**src/rtl/avst_ready_latency_source_adapter_if.sv**
```systemverilog
// Avalon-ST bundle for the readyLatency adapter: upstream (RL=0) side,
// downstream (RL=N) side and the framing/occupancy status outputs.
interface avst_ready_latency_source_adapter_if #(
  parameter int DATA_WIDTH = 37,
  parameter int ADDR_WIDTH = 2
);
  logic                  in_valid;
  logic                  in_ready;
  logic [DATA_WIDTH-1:0] in_data;
  logic                  out_ready;
  logic                  out_valid;
  logic [DATA_WIDTH-1:0] out_data;
  logic [ADDR_WIDTH:0]   fill_level;
  logic [15:0]           pkt_count;
  logic                  err_sop;
  logic                  err_nosop;

  // The adapter itself sits on the slave side.
  modport slave (
    input  in_valid, in_data, out_ready,
    output in_ready, out_valid, out_data, fill_level, pkt_count, err_sop, err_nosop
  );

  modport master (
    output in_valid, in_data, out_ready,
    input  in_ready, out_valid, out_data, fill_level, pkt_count, err_sop, err_nosop
  );
endinterface

```
**src/rtl/avst_ready_latency_source_adapter.sv**
```systemverilog
// Adapts a readyLatency=0 source to a readyLatency=READY_LATENCY sink through a
// DEPTH-entry skid buffer, with an inline SOP/EOP framing monitor.
module avst_ready_latency_source_adapter #(
  parameter int READY_LATENCY = 1,
  parameter int DEPTH         = 4,
  parameter int ADDR_WIDTH    = 2,
  parameter int DATA_WIDTH    = 37
) (
  input  logic clk,
  input  logic reset_n,
  avst_ready_latency_source_adapter_if.slave bus
);

  localparam int CNT_W   = ADDR_WIDTH + 1;
  localparam int SOP_BIT = 32;
  localparam int EOP_BIT = 33;

  typedef enum logic {S_IDLE, S_INPKT} state_t;

  logic [DATA_WIDTH-1:0] mem_q [DEPTH];
  logic [ADDR_WIDTH-1:0] wr_ptr_q, rd_ptr_q;
  logic [CNT_W-1:0]      count_q, count_d;
  logic                  in_ready_q;
  logic                  out_valid_q;
  logic [DATA_WIDTH-1:0] out_data_q;
  logic                  grant;
  logic                  push, pop;

  state_t                state_q, state_d;
  logic                  err_sop_q, err_sop_d;
  logic                  err_nosop_q, err_nosop_d;
  logic                  pkt_inc;
  logic [15:0]           pkt_count_q;
  logic                  sop, eop;

  assign push = bus.in_valid && in_ready_q;
  assign pop  = grant && (count_q != '0);
  assign sop  = bus.in_data[SOP_BIT];
  assign eop  = bus.in_data[EOP_BIT];

  // grant is the out_ready value seen READY_LATENCY-1 cycles before the output edge.
  generate
    if (READY_LATENCY == 1) begin : g_rl1
      assign grant = bus.out_ready;
    end else begin : g_rln
      logic [READY_LATENCY-2:0] rdy_pipe_q;
      always_ff @(posedge clk or negedge reset_n) begin
        if (!reset_n) begin
          rdy_pipe_q <= '0;
        end else begin
          rdy_pipe_q[0] <= bus.out_ready;
          for (int i = 1; i < READY_LATENCY - 1; i++) begin
            rdy_pipe_q[i] <= rdy_pipe_q[i-1];
          end
        end
      end
      assign grant = rdy_pipe_q[READY_LATENCY-2];
    end
  endgenerate

  always_comb begin
    count_d = count_q;
    if (push && !pop) begin
      count_d = count_q + CNT_W'(1);
    end else if (!push && pop) begin
      count_d = count_q - CNT_W'(1);
    end
  end

  // Storage array carries no reset; occupancy and pointers define validity.
  always_ff @(posedge clk) begin
    if (push) begin
      mem_q[wr_ptr_q] <= bus.in_data;
    end
  end

  always_ff @(posedge clk or negedge reset_n) begin
    if (!reset_n) begin
      wr_ptr_q    <= '0;
      rd_ptr_q    <= '0;
      count_q     <= '0;
      in_ready_q  <= 1'b0;
      out_valid_q <= 1'b0;
      out_data_q  <= '0;
    end else begin
      count_q     <= count_d;
      in_ready_q  <= (count_d < CNT_W'(DEPTH));
      out_valid_q <= pop;
      if (push) begin
        wr_ptr_q <= wr_ptr_q + ADDR_WIDTH'(1);
      end
      if (pop) begin
        rd_ptr_q   <= rd_ptr_q + ADDR_WIDTH'(1);
        out_data_q <= mem_q[rd_ptr_q];
      end
    end
  end

  // Framing monitor: state register.
  always_ff @(posedge clk or negedge reset_n) begin
    if (!reset_n) begin
      state_q <= S_IDLE;
    end else begin
      state_q <= state_d;
    end
  end

  // An EOP always closes the current packet; any other accepted beat leaves one open.
  always_comb begin
    state_d = state_q;
    if (push) begin
      state_d = eop ? S_IDLE : S_INPKT;
    end
  end

  always_comb begin
    err_sop_d   = 1'b0;
    err_nosop_d = 1'b0;
    pkt_inc     = 1'b0;
    if (push) begin
      pkt_inc = eop;
      case (state_q)
        S_IDLE:  err_nosop_d = !sop;
        S_INPKT: err_sop_d   = sop;
        default: ;
      endcase
    end
  end

  always_ff @(posedge clk or negedge reset_n) begin
    if (!reset_n) begin
      err_sop_q   <= 1'b0;
      err_nosop_q <= 1'b0;
      pkt_count_q <= '0;
    end else begin
      err_sop_q   <= err_sop_d;
      err_nosop_q <= err_nosop_d;
      if (pkt_inc) begin
        pkt_count_q <= pkt_count_q + 16'd1;
      end
    end
  end

  assign bus.in_ready   = in_ready_q;
  assign bus.out_valid  = out_valid_q;
  assign bus.out_data   = out_data_q;
  assign bus.fill_level = count_q;
  assign bus.pkt_count  = pkt_count_q;
  assign bus.err_sop    = err_sop_q;
  assign bus.err_nosop  = err_nosop_q;

endmodule
```
**src/flat_wrapper.sv**
```systemverilog
// flat-port wrapper written by rule: the top's interface ports become plain ports
module avst_ready_latency_source_adapter_flat 
#(
  parameter int READY_LATENCY = 1,
  parameter int DEPTH         = 4,
  parameter int ADDR_WIDTH    = 2,
  parameter int DATA_WIDTH    = 37
)
  (clk, reset_n, bus_in_valid, bus_in_data, bus_out_ready, bus_in_ready, bus_out_valid, bus_out_data, bus_fill_level, bus_pkt_count, bus_err_sop, bus_err_nosop);
  avst_ready_latency_source_adapter_if #(.DATA_WIDTH(DATA_WIDTH), .ADDR_WIDTH(ADDR_WIDTH)) bus_i ();
  input  logic clk;
  input  logic reset_n;
  input wire logic [$bits(bus_i.in_valid)-1:0] bus_in_valid;
  input wire logic [$bits(bus_i.in_data)-1:0] bus_in_data;
  input wire logic [$bits(bus_i.out_ready)-1:0] bus_out_ready;
  output wire logic [$bits(bus_i.in_ready)-1:0] bus_in_ready;
  output wire logic [$bits(bus_i.out_valid)-1:0] bus_out_valid;
  output wire logic [$bits(bus_i.out_data)-1:0] bus_out_data;
  output wire logic [$bits(bus_i.fill_level)-1:0] bus_fill_level;
  output wire logic [$bits(bus_i.pkt_count)-1:0] bus_pkt_count;
  output wire logic [$bits(bus_i.err_sop)-1:0] bus_err_sop;
  output wire logic [$bits(bus_i.err_nosop)-1:0] bus_err_nosop;
  assign bus_i.in_valid = bus_in_valid;
  assign bus_i.in_data = bus_in_data;
  assign bus_i.out_ready = bus_out_ready;
  assign bus_in_ready = bus_i.in_ready;
  assign bus_out_valid = bus_i.out_valid;
  assign bus_out_data = bus_i.out_data;
  assign bus_fill_level = bus_i.fill_level;
  assign bus_pkt_count = bus_i.pkt_count;
  assign bus_err_sop = bus_i.err_sop;
  assign bus_err_nosop = bus_i.err_nosop;
  avst_ready_latency_source_adapter #(.READY_LATENCY(READY_LATENCY), .DEPTH(DEPTH), .ADDR_WIDTH(ADDR_WIDTH), .DATA_WIDTH(DATA_WIDTH)) u_core (.clk(clk), .reset_n(reset_n), .bus(bus_i));
endmodule
```
**config.mk**
```make
export PLATFORM = sky130hd
export DESIGN_NAME = avst_ready_latency_source_adapter_flat
export DESIGN_NICKNAME = d
export VERILOG_FILES = /design/src/rtl/avst_ready_latency_source_adapter_if.sv /design/src/rtl/avst_ready_latency_source_adapter.sv /design/src/flat_wrapper.sv
export SDC_FILE = /design/constraint.sdc
export NUM_CORES = 1
export LEC_CHECK = 0
export ABC_CLOCK_PERIOD_IN_PS = 5550
export CAP_MARGIN = 40
export CORE_MARGIN = 5
export CORE_UTILIZATION = 40
export CTS_BUF_LIST = sky130_fd_sc_hd__clkbuf_2 sky130_fd_sc_hd__clkbuf_4 sky130_fd_sc_hd__clkbuf_8
export DETAILED_ROUTE_END_ITERATION = 7
export PLACE_DENSITY = 0.7
export SLEW_MARGIN = 5
export SYNTH_ARGS = -nofsm -noshare
export SYNTH_HDL_FRONTEND = slang
export SYNTH_SLANG_ARGS = --single-unit
```
**constraint.sdc**
```tcl
create_clock -name clk -period 5.55 [get_ports clk]
set_input_delay 0.8325 -clock clk [delete_from_list [all_inputs] [get_ports clk]]
set_output_delay 0.8325 -clock clk [all_outputs]
set_load 0.05 [all_outputs]
```
==> reports/results.ini <==
[status]
status=complete, no violations

[clocking]
cts_tree=built
clk_pin_slew_ns=0.06
cts_max_level=2
cts_buffers=35
clock_sinks=213
cts_hold_buf=0
clockBufferDepth=3
cts_root_buf=clkbuf_8
post_cts_resized=0
clock_latency_ns=0.50
cts_setup_buffers=0

[synthesis]
syn_inst=389
ys_seq_elements=213
synth_cell_types=30
synth_area_mm2=0.00800
synth_fp_nets=440
yosysSeqAreaShare_pct=75.8
syn_avg_cell_area_um2=20.6
ys_warn_count=0

[grt]
grt_pass1_vias=4502
gr-usage-all-layers_pct=13.9
grt_max_degree=48
antenna_found_initial=0
globalRouteMet2Util_pct=25.0
grt_overflow_total=0
grt_pass1_wl_mm=24.2
use_met1_pct=16.3
grtUsageMet3_pct=2.97
busiest_layer=met2

[timing]
worst-slew-pin-transition_ns=0.820
setup_tns_ns=0
fin_crit_sh_pct=47.0
slew_headroom_pct=45.4
hold_viol=0
skew_ns=0.0204
min_period_ns=2.61
slew_viol_final=0
rsz0062_at_grt=no
max_freq_mhz=384
setup_violations=0

[setup_path]
crit_chain=clkdlybuf4s50_1
critPathRequiredTime_ns=4.72
critPathMaxStageDelay_ns=0.85
cp_top_family=buffers and inverters
worst-path-buf-inv=1
cp-start-kind=register
crit_path_end_kind=primary output
arrival_ns=1.77
worst_path_max_delay_cell=clkdlybuf4s50_1
path_class=register to primary output
cp_max_fo=4

[cells_and_area]
fillCellCount=1565
antennaDiodeCount=0
fin_nets=572
instances_no_fill=812
syn_to_final_growth_pct=26.7
layout_commonest_cell=edfxtp_1
final_cell_mix=edfxtp_1 (148), clkdlybuf4s50_1 (99), dfrtp_1 (63)
drive_gt1_share_pct=26.7

[power_and_ir_drop]
p_clk_share_pct=23.5
p_leak_uw=0.00363
combPwrFrac_pct=34.8
p_switching_uw=1990
p_int_uw=3750
power_density_mw_per_mm2=566
vdd_ir_drop_max_mv=0.261
seqPwrFrac_pct=41.7
swShare_pct=34.7
power_uw=5740

[drt]
wire_per_inst_um=18.8
dr.pass1.iters=5
wirelength_mm=15.3
num_vias=4016
first_iter_violations=128
via_per_inst=4.95
ant_nets=0
route.detailed.drc=0

[floorplanning]
io_pins=101
fp.coreArea_mm2=0.0196
start_util_pct=40.9
die_h_um=151
rows=51
die_area_mm2=0.0229
die_w_um=151

[placement]
port_buffers=100
dpl.cell_count=749
finalWeightedCongestion=0.780
dp_hpwl_mm=9.63

[hold_path]
hold_path_class=input port to async pin

[flow_run]
drv_cap=0

==> layer usage <==
layer / share of wire (%) / wire length (µm)
met1: 39 / 5890
met2: 54 / 8270
met3: 5.4 / 828
met4: 1.8 / 279
met5: 0 / 0
==> cell usage after synthesis, drive strengths merged <==
library cell / number / area (µm²)
nand2: 14 / 52.6
nand3: 5 / 25.0
a211oi: 1 / 7.51
o21ai: 6 / 33.8
nor3b: 1 / 7.51
nor3: 2 / 10.0
o211ai: 1 / 7.51
mux4: 37 / 833
clkinv: 1 / 3.75
and2: 1 / 6.26
buf: 10 / 61.3
nor2: 4 / 15.0
a31oi: 1 / 6.26
a21oi: 2 / 10.0
and3: 7 / 43.8
nand4: 3 / 18.8
ha: 10 / 125
edfxtp: 148 / 4440
inv: 8 / 30.0
mux2: 38 / 428
xor2: 5 / 43.8
nor2b: 1 / 6.26
nor4: 2 / 27.5
dfrtp: 65 / 1630
clkbuf: 2 / 7.51
xnor2: 14 / 123
==> kinds of logic after synthesis <==
group,synth area share [%]
buffers and inverters,1.28
and+or+nand+nor,2.66
DFF,75.8
AOI/OAI and AO/OA,0.813
muxes,15.8
adders and majority gates,1.56
xor gates and xnor gates,2.08
==> flip-flops by register name (all words and copies together) (netlist names), named ones only <==
register / flops
u_core.state_q: 1
u_core.bus.pkt_count: 16
u_core.rd_ptr_q: 2
u_core.bus.fill_level: 2
u_core.bus.out_valid: 1
u_core.wr_ptr_q: 2
u_core.mem_q: 148
u_core.bus.in_ready: 1
u_core.bus.out_data: 37
u_core.bus.err_nosop: 1
u_core.bus.err_sop: 1
==> layout make-up <==
type,instances,area (µm²),share of cell area (%)
Clock buffer,51,664,6.55
Multi-Input combinational cell,155,1840,18.1
Sequential cell,213,6080,59.9
Clock inverter,12,48.8,0.481
Timing Repair Buffer,107,1150,11.4
Inverter,9,33.8,0.333
Tap cell,265,332,3.27
==> path summary, 6_finish.rpt <==
check / start / endpoint / slack, ns / cells after the start
max in group asynchronous: reset_n / u_core.rd_ptr_q[1] / 4.78 / 2
min in group clk: u_core.state_q / u_core.bus.err_nosop / 0.47 / 1
hold reg to reg: u_core.state_q / u_core.bus.err_nosop / 0.47 / 1
setup / recovery: u_core.bus.pkt_count[0] / bus_pkt_count[0] / 2.94 / 1
setup reg to reg: u_core.rd_ptr_q[0] / u_core.bus.out_data[3] / 3.56 / 2
hold / removal: reset_n / u_core.bus.pkt_count[8] / 0.22 / 1
==> power by group through the flow <==
stage | logic (µW) | clock network [µW] | registers, µW
floorplan | 858 | 0 | 2890
global placement | 1890 | 0 | 2470
detailed placement | 2030 | 0 | 2440
CTS | 2030 | 1390 | 2410
global route | 2110 | 1470 | 2460
finish | 2000 | 1350 | 2400
==> per-stage QoR <==
step	util [%]	hold slack, ns	cell area [µm²]	setup WS [ns]
floorplan	-	0.422	8000	3.32
global placement	47.3	0.452	9280	2.48
detailed placement	48.1	0.452	9430	2.79
CTS	51.8	0.188	10100	2.91
global route	51.8	0.206	10100	2.86
finish	51.8	0.215	10100	2.94
Note: power is estimated with default switching activity, not from simulation.
